==> config.mk <==
export PLATFORM = sky130hd
export DESIGN_NAME = instr_fetch_buffer
export DESIGN_NICKNAME = d
export VERILOG_FILES = /design/src/rtl/instr_fetch_buffer.sv
export SDC_FILE = /design/constraint.sdc
export NUM_CORES = 1
export LEC_CHECK = 0
export BUFFER_PORTS_ARGS = -buffer_cell sky130_fd_sc_hd__buf_4
export CAP_MARGIN = 40
export CORE_MARGIN = 3
export CORE_UTILIZATION = 30
export CTS_CLUSTER_DIAMETER = 50
export CTS_CLUSTER_SIZE = 14
export DETAILED_ROUTE_END_ITERATION = 10
export PLACE_DENSITY_LB_ADDON = 0.12
export SYNTH_ARGS = -nofsm -noshare
export SYNTH_HDL_FRONTEND = slang
export SYNTH_SLANG_ARGS = --single-unit
==> constraint.sdc <==
create_clock -name clk -period 2.15 [get_ports clk]
set_input_delay 0.3225 -clock clk [delete_from_list [all_inputs] [get_ports clk]]
set_output_delay 0.3225 -clock clk [all_outputs]
set_load 0.01 [all_outputs]
==> src/rtl/instr_fetch_buffer.sv <==
// ---------------------------------------------------------------------------
// instr_fetch_buffer
//
// Feeds the control block with instruction words. Bytes arrive one at a time
// from the input pins and are assembled little-endian (byte k lands in bits
// [8k+7:8k]) into W-bit words. Completed words go into a small FIFO, and the
// control block drains that FIFO over a valid/ready handshake.
//
// Parameters:
//   DEPTH       FIFO entries. Must be a power of two and at least 2.
//   WORD_BYTES  Bytes per instruction word. Must be at least 2.
//               The word width is W = 8*WORD_BYTES.
//
// Ports:
//   clk          system clock, rising edge
//   rst_n        asynchronous active-low reset
//   ena          design enable. When low, byte_stb and flush are ignored,
//                but the pop handshake still works.
//   byte_in      instruction byte from the pins
//   byte_stb     byte_in is valid this cycle
//   flush        synchronous clear of the assembler and the FIFO
//   instr_out    head-of-FIFO word (registered storage)
//   instr_valid  instr_out holds a valid word
//   instr_ready  consumer takes instr_out this cycle
//   count        number of stored words
//   full         count == DEPTH
//   overflow     sticky flag: a completed word was dropped
//   parity_err   (PARITY_CHECK_EN only) one-cycle pulse when a word is
//                discarded for bad parity
//
// Build option:
//   PARITY_CHECK_EN  When defined, each word is followed by one check byte.
//                    Bit 0 of that byte must make even parity over the data
//                    bits plus the check bit.
// ---------------------------------------------------------------------------
module instr_fetch_buffer #(
    parameter int DEPTH      = 4,
    parameter int WORD_BYTES = 2
) (
    input  logic                         clk,
    input  logic                         rst_n,
    input  logic                         ena,
    input  logic [7:0]                   byte_in,
    input  logic                         byte_stb,
    input  logic                         flush,
    output logic [8*WORD_BYTES-1:0]      instr_out,
    output logic                         instr_valid,
    input  logic                         instr_ready,
    output logic [$clog2(DEPTH+1)-1:0]   count,
    output logic                         full,
    output logic                         overflow
`ifdef PARITY_CHECK_EN
    ,
    output logic                         parity_err
`endif
);

    localparam int W  = 8 * WORD_BYTES;
    localparam int PW = $clog2(DEPTH);
    localparam int CW = $clog2(DEPTH + 1);
    localparam int IW = (WORD_BYTES > 1) ? $clog2(WORD_BYTES) : 1;

    localparam logic [1:0] ST_IDLE    = 2'd0;
    localparam logic [1:0] ST_COLLECT = 2'd1;
`ifdef PARITY_CHECK_EN
    localparam logic [1:0] ST_PARITY  = 2'd2;
`endif

    // -----------------------------------------------------------------------
    // State
    // -----------------------------------------------------------------------
    logic [1:0]    state_reg, state_next;
    logic [IW-1:0] idx_reg,   idx_next;
    logic [W-1:0]  word_reg,  word_next;
    logic [PW-1:0] wr_ptr_reg;
    logic [PW-1:0] rd_ptr_reg;
    logic [CW-1:0] count_reg;
    logic          overflow_reg;
    logic [W-1:0]  mem [DEPTH];

    // -----------------------------------------------------------------------
    // Qualified controls
    // -----------------------------------------------------------------------
    logic          accept;
    logic          do_flush;
    logic          pop;
    logic          push_req;
    logic          push_ok;
    logic          is_full;
    logic [W-1:0]  push_word;
    logic [W-1:0]  assembled;
`ifdef PARITY_CHECK_EN
    logic          parity_fail;
    logic          parity_err_reg;
`endif

    assign accept   = ena & byte_stb;
    assign do_flush = ena & flush;
    assign is_full  = (count_reg == CW'(DEPTH));

    // flush wins over everything, so a pop in a flush cycle is discarded.
    assign pop      = instr_valid & instr_ready & ~do_flush;

    // A push into a full FIFO still succeeds when the head leaves in the
    // same cycle. The write slot is then the slot being vacated.
    assign push_ok  = push_req & ~do_flush & (~is_full | pop);

    // The partial word with the incoming byte merged in at position idx.
    always_comb begin
        assembled = word_reg;
        for (int k = 0; k < WORD_BYTES; k++) begin
            if (idx_reg == IW'(k)) begin
                assembled[8*k +: 8] = byte_in;
            end
        end
    end

    // -----------------------------------------------------------------------
    // Assembler FSM
    // -----------------------------------------------------------------------
    always_comb begin
        state_next  = state_reg;
        idx_next    = idx_reg;
        word_next   = word_reg;
        push_req    = 1'b0;
        push_word   = word_reg;
`ifdef PARITY_CHECK_EN
        parity_fail = 1'b0;
`endif
        if (accept) begin
            case (state_reg)
                ST_IDLE: begin
                    word_next  = assembled;
                    state_next = ST_COLLECT;
                    idx_next   = IW'(1);
                end
                ST_COLLECT: begin
                    if (idx_reg == IW'(WORD_BYTES - 1)) begin
`ifdef PARITY_CHECK_EN
                        // Hold the full data word until the check byte arrives.
                        word_next  = assembled;
                        state_next = ST_PARITY;
`else
                        push_req   = 1'b1;
                        push_word  = assembled;
                        word_next  = '0;
                        state_next = ST_IDLE;
`endif
                        idx_next   = '0;
                    end else begin
                        word_next  = assembled;
                        idx_next   = idx_reg + IW'(1);
                    end
                end
`ifdef PARITY_CHECK_EN
                ST_PARITY: begin
                    // Even parity: the check bit equals the XOR of the data bits.
                    if (byte_in[0] == ^word_reg) begin
                        push_req    = 1'b1;
                    end else begin
                        parity_fail = 1'b1;
                    end
                    push_word  = word_reg;
                    word_next  = '0;
                    idx_next   = '0;
                    state_next = ST_IDLE;
                end
`endif
                default: begin
                    state_next = ST_IDLE;
                    idx_next   = '0;
                    word_next  = '0;
                end
            endcase
        end
    end

    // -----------------------------------------------------------------------
    // FIFO storage. The memory is cleared on reset so that instr_out reads 0.
    // -----------------------------------------------------------------------
    generate
        for (genvar gi = 0; gi < DEPTH; gi++) begin : g_mem
            always_ff @(posedge clk or negedge rst_n) begin
                if (!rst_n) begin
                    mem[gi] <= '0;
                end else if (push_ok && (wr_ptr_reg == PW'(gi))) begin
                    mem[gi] <= push_word;
                end
            end
        end
    endgenerate

    // -----------------------------------------------------------------------
    // Control registers
    // -----------------------------------------------------------------------
    always_ff @(posedge clk or negedge rst_n) begin
        if (!rst_n) begin
            state_reg      <= ST_IDLE;
            idx_reg        <= '0;
            word_reg       <= '0;
            wr_ptr_reg     <= '0;
            rd_ptr_reg     <= '0;
            count_reg      <= '0;
            overflow_reg   <= 1'b0;
`ifdef PARITY_CHECK_EN
            parity_err_reg <= 1'b0;
`endif
        end else if (do_flush) begin
            state_reg      <= ST_IDLE;
            idx_reg        <= '0;
            word_reg       <= '0;
            wr_ptr_reg     <= '0;
            rd_ptr_reg     <= '0;
            count_reg      <= '0;
            overflow_reg   <= 1'b0;
`ifdef PARITY_CHECK_EN
            parity_err_reg <= 1'b0;
`endif
        end else begin
            state_reg <= state_next;
            idx_reg   <= idx_next;
            word_reg  <= word_next;
            if (push_ok) begin
                wr_ptr_reg <= wr_ptr_reg + PW'(1);
            end
            if (pop) begin
                rd_ptr_reg <= rd_ptr_reg + PW'(1);
            end
            case ({push_ok, pop})
                2'b10:   count_reg <= count_reg + CW'(1);
                2'b01:   count_reg <= count_reg - CW'(1);
                default: count_reg <= count_reg;
            endcase
            if (push_req && !push_ok) begin
                overflow_reg <= 1'b1;
            end
`ifdef PARITY_CHECK_EN
            parity_err_reg <= parity_fail;
`endif
        end
    end

    // -----------------------------------------------------------------------
    // Outputs
    // -----------------------------------------------------------------------
    assign instr_valid = (count_reg != '0);
    assign instr_out   = mem[rd_ptr_reg];
    assign count       = count_reg;
    assign full        = is_full;
    assign overflow    = overflow_reg;
`ifdef PARITY_CHECK_EN
    assign parity_err  = parity_err_reg;
`endif

endmodule

==> impl_metrics.yaml <==
outcome:
  status: "complete, no violations"
die:
  fp.dieW_um: 123.3
  rows: 42
  ios: 36
  initial_core_util_pct: 30.93
  die_area_um2: 15210
  die_h_um: 123.3
  core_area_um2: 13350
critical_path:
  start_kind: "register"
  critPathKind: "reg2reg"
  critical_path.max_fanout: 4
  path_cells: "o31ai_4, nor2_2, fa_2, or4b_1, a21o_1, a31oi_1"
  worst-path-buf-inv: 0
  max_stage_delay_ns: 0.48
  cp-end-kind: "register"
  cp_slowest_cell: "or4b_1"
  cpLargestDelayFamily: "compound AO/OA/AOI/OAI gates"
  critPathArrivalTime_ns: 2.31
  cp_data_required_time_ns: 2.41
final_layout:
  fill_cells: 1330
  layout.nets: 392
  seq_area_um2: 2252
  multiInputGateArea_um2: 1744
  layout-drive-gt1-share_pct: 36.24
  area_growth_pct: 21.42
  num_antenna_cells: 0
  largest_register_ffs: 64
synth:
  synthArstFlopShare_pct: 100.0
  yosysWarnings: 0
  synth_top_area_share_pct: 54.55
  synthCells: 316
  synth-edff-count: 0
  synth_cell_types: 36
  ys_seq_elements: 90
  synthFlopType: "dfrtp_1"
  synth_most_common_cell: "dfrtp_1"
  synth_seq_area_share_pct: 54.55
  synthTopCellsByCount: "dfrtp_1, nand2_1, mux2_2, o21ai_0, nor2_1"
  synthTopCellsByArea: "dfrtp_1, mux2_2, mux4_2"
  synth_fp_nets: 335
  synth_top_cell_by_area: "dfrtp_1"
  avgSynthCellArea_um2: 13.07
  syn-cell-area_um2: 4129
power_and_ir_drop:
  sw_frac_of_total_pct: 29.46
  p_leak_nw: 2.368
  clockPowerShare_pct: 31.4
  power_mw: 4.767
  seqPwrFrac_pct: 41.3
  p_sw_mw: 1.404
  internal-power_mw: 3.363
  power_frac_comb_pct: 27.2
  power_density_nw_per_um2: 950.8
  peakVddDrop_uv: 343.3
grt:
  grt_pass1_wl_um: 15350
  grt_pass1_vias: 2755
  grtUsageTotal_pct: 13.62
  grt_max_degree: 43
  grt-ovfl-total: 0
  antenna_found_initial: 0
timing:
  rsz0062_at_grt: "no"
  finalHoldViolCount: 0
  fin_crit_sh_pct: 95.26
  slew_violations: 0
  finalSetupViolations: 0
  min_period_ns: 2.048
  finalSetupTns_ns: 0
  worst_pin_slew_ns: 0.4566
  finClkSkew_ns: 0.01072
  fmax_mhz: 488.3
  slew_headroom_pct: 69.56
cts:
  max-clock-path-buffers: 2
  cts_tree: "built"
  htreeDepth: 3
  clkLatencyLatePin_ns: 0.34
  cts_root_buffer: "clkbuf_16"
  clock_sinks: 90
  numCtsBuffers: 9
  clkTransAtPathRegs_ns: 0.07
job:
  cap_viol_max_count: 0
routing:
  wl_per_cell_um: 16.83
  viasPerCell: 4.769
  wl_met1_um: 4452
  drt_pass1_iterations: 4
  route.detailed.drc: 0
  dr_wl_met2_um: 4485
  ant_nets: 0
  highest_layer: "met4"
  dr_total_vias: 2642
  wl_um: 9323
  detailroute.wirelength.met3_um: 259
  first_iter_violations: 130
place:
  io_buffers: 35
  gp_congestion: 0.7399
  dp_hpwl_um: 6598
worst_hold_path:
  hold_path.class: "in2reg"
[placed cells by master, fill, tap and decap left out, drive strengths merged, types with 2 or more instances in the layout]
cell type,netlist,routed
mux2,32,32
nand4,5,5
mux4,16,16
xnor2,2,2
and2,2,2
buf,15,64
a22o,8,8
nand2,38,38
clkbuf,4,12
nor2,18,18
clkinv,0,3
dfrtp,90,90
a21o,3,3
a21oi,7,7
nand3,4,4
inv,3,3
ha,4,4
a31oi,2,2
o211ai,2,2
o21ai,32,32
or4b,2,2
mux2i,16,16
[through the flow]
stage	worst slack, ns	hold slack, ns	utilization [%]	cell area [um^2]	cells
5_1_grt	0.01117	0.2122	37.56	5014	554
3_3_place_gp	0.02602	0.3131	35.06	4679	534
6_report	0.1019	0.2245	37.56	5014	554
3_5_place_dp	0.05704	0.3052	35.06	4679	534
4_1_cts	0.02661	0.2173	37.25	4972	551
2_1_floorplan	0.005475	0.02691	-	4135	316
[worst paths after layout]
kind                                 startpoint                  endpoint  slack, ns  cells after the start
max reg2reg                count[2]$_DFFE_PN0P_      count[2]$_DFFE_PN0P_       0.10                      6
min                                  byte_in[7]  word_reg[15]$_DFFE_PN0P_       0.22                      2
max                        count[2]$_DFFE_PN0P_      count[2]$_DFFE_PN0P_       0.10                      6
max in group asynchronous                 rst_n  state_reg[0]$_DFFE_PN0P_       1.04                      3
min in group asynchronous                 rst_n      count[2]$_DFFE_PN0P_       0.48                      2
min reg2reg                 mem[14]$_DFFE_PN0P_       mem[14]$_DFFE_PN0P_       0.48                      2
[area by class of cell]
class | instances | share of cell area, %
flip-flops and latches | 90 | 44.92
multi-input cells | 204 | 34.79
repair buffers | 65 | 10.03
inverters | 3 | 0.2246
clock buffers | 12 | 5.116
clock inverters | 4 | 0.5241
well taps | 176 | 4.392
[layer usage]
layer	vias to the layer above	global-route usage, %
met5	-	0
met4	0	5.398
met3	10	2.745
met2	42	21.37
met1	1331	18.53
li1	1259	-
[cells by family (layout without fill, tap and decap cells)]
kind of cell / count (synthesis) / count (layout) / synth area share, %
multiplexers: 64 / 64 / 21.33
buffers and inverters: 22 / 84 / 3.727
AND/OR/NAND/NOR: 75 / 75 / 9.667
flip-flops: 90 / 90 / 54.55
adder cells (fa/ha/maj): 5 / 5 / 1.697
XOR/XNOR: 3 / 3 / 0.6365
AO/OA/AOI/OAI: 57 / 57 / 8.394
[power groups by stage]
stage          clock network [mW]  logic, mW  registers [mW]
2_1_floorplan                   0      0.734            2.01
3_3_place_gp                    0       1.28            1.98
3_5_place_dp                    0       1.29            1.99
4_1_cts                      1.56       1.29            1.96
5_1_grt                      1.63       1.44            2.00
6_report                     1.50       1.30            1.97
[repair_timing]
action	in CTS	in global routing
endpoints found under the setup margin	0	1
buffers inserted	0	3
resized for setup	0	4
hold endpoints to repair	31	0
hold buffers	1	0
(Power assumes the default switching activity.)
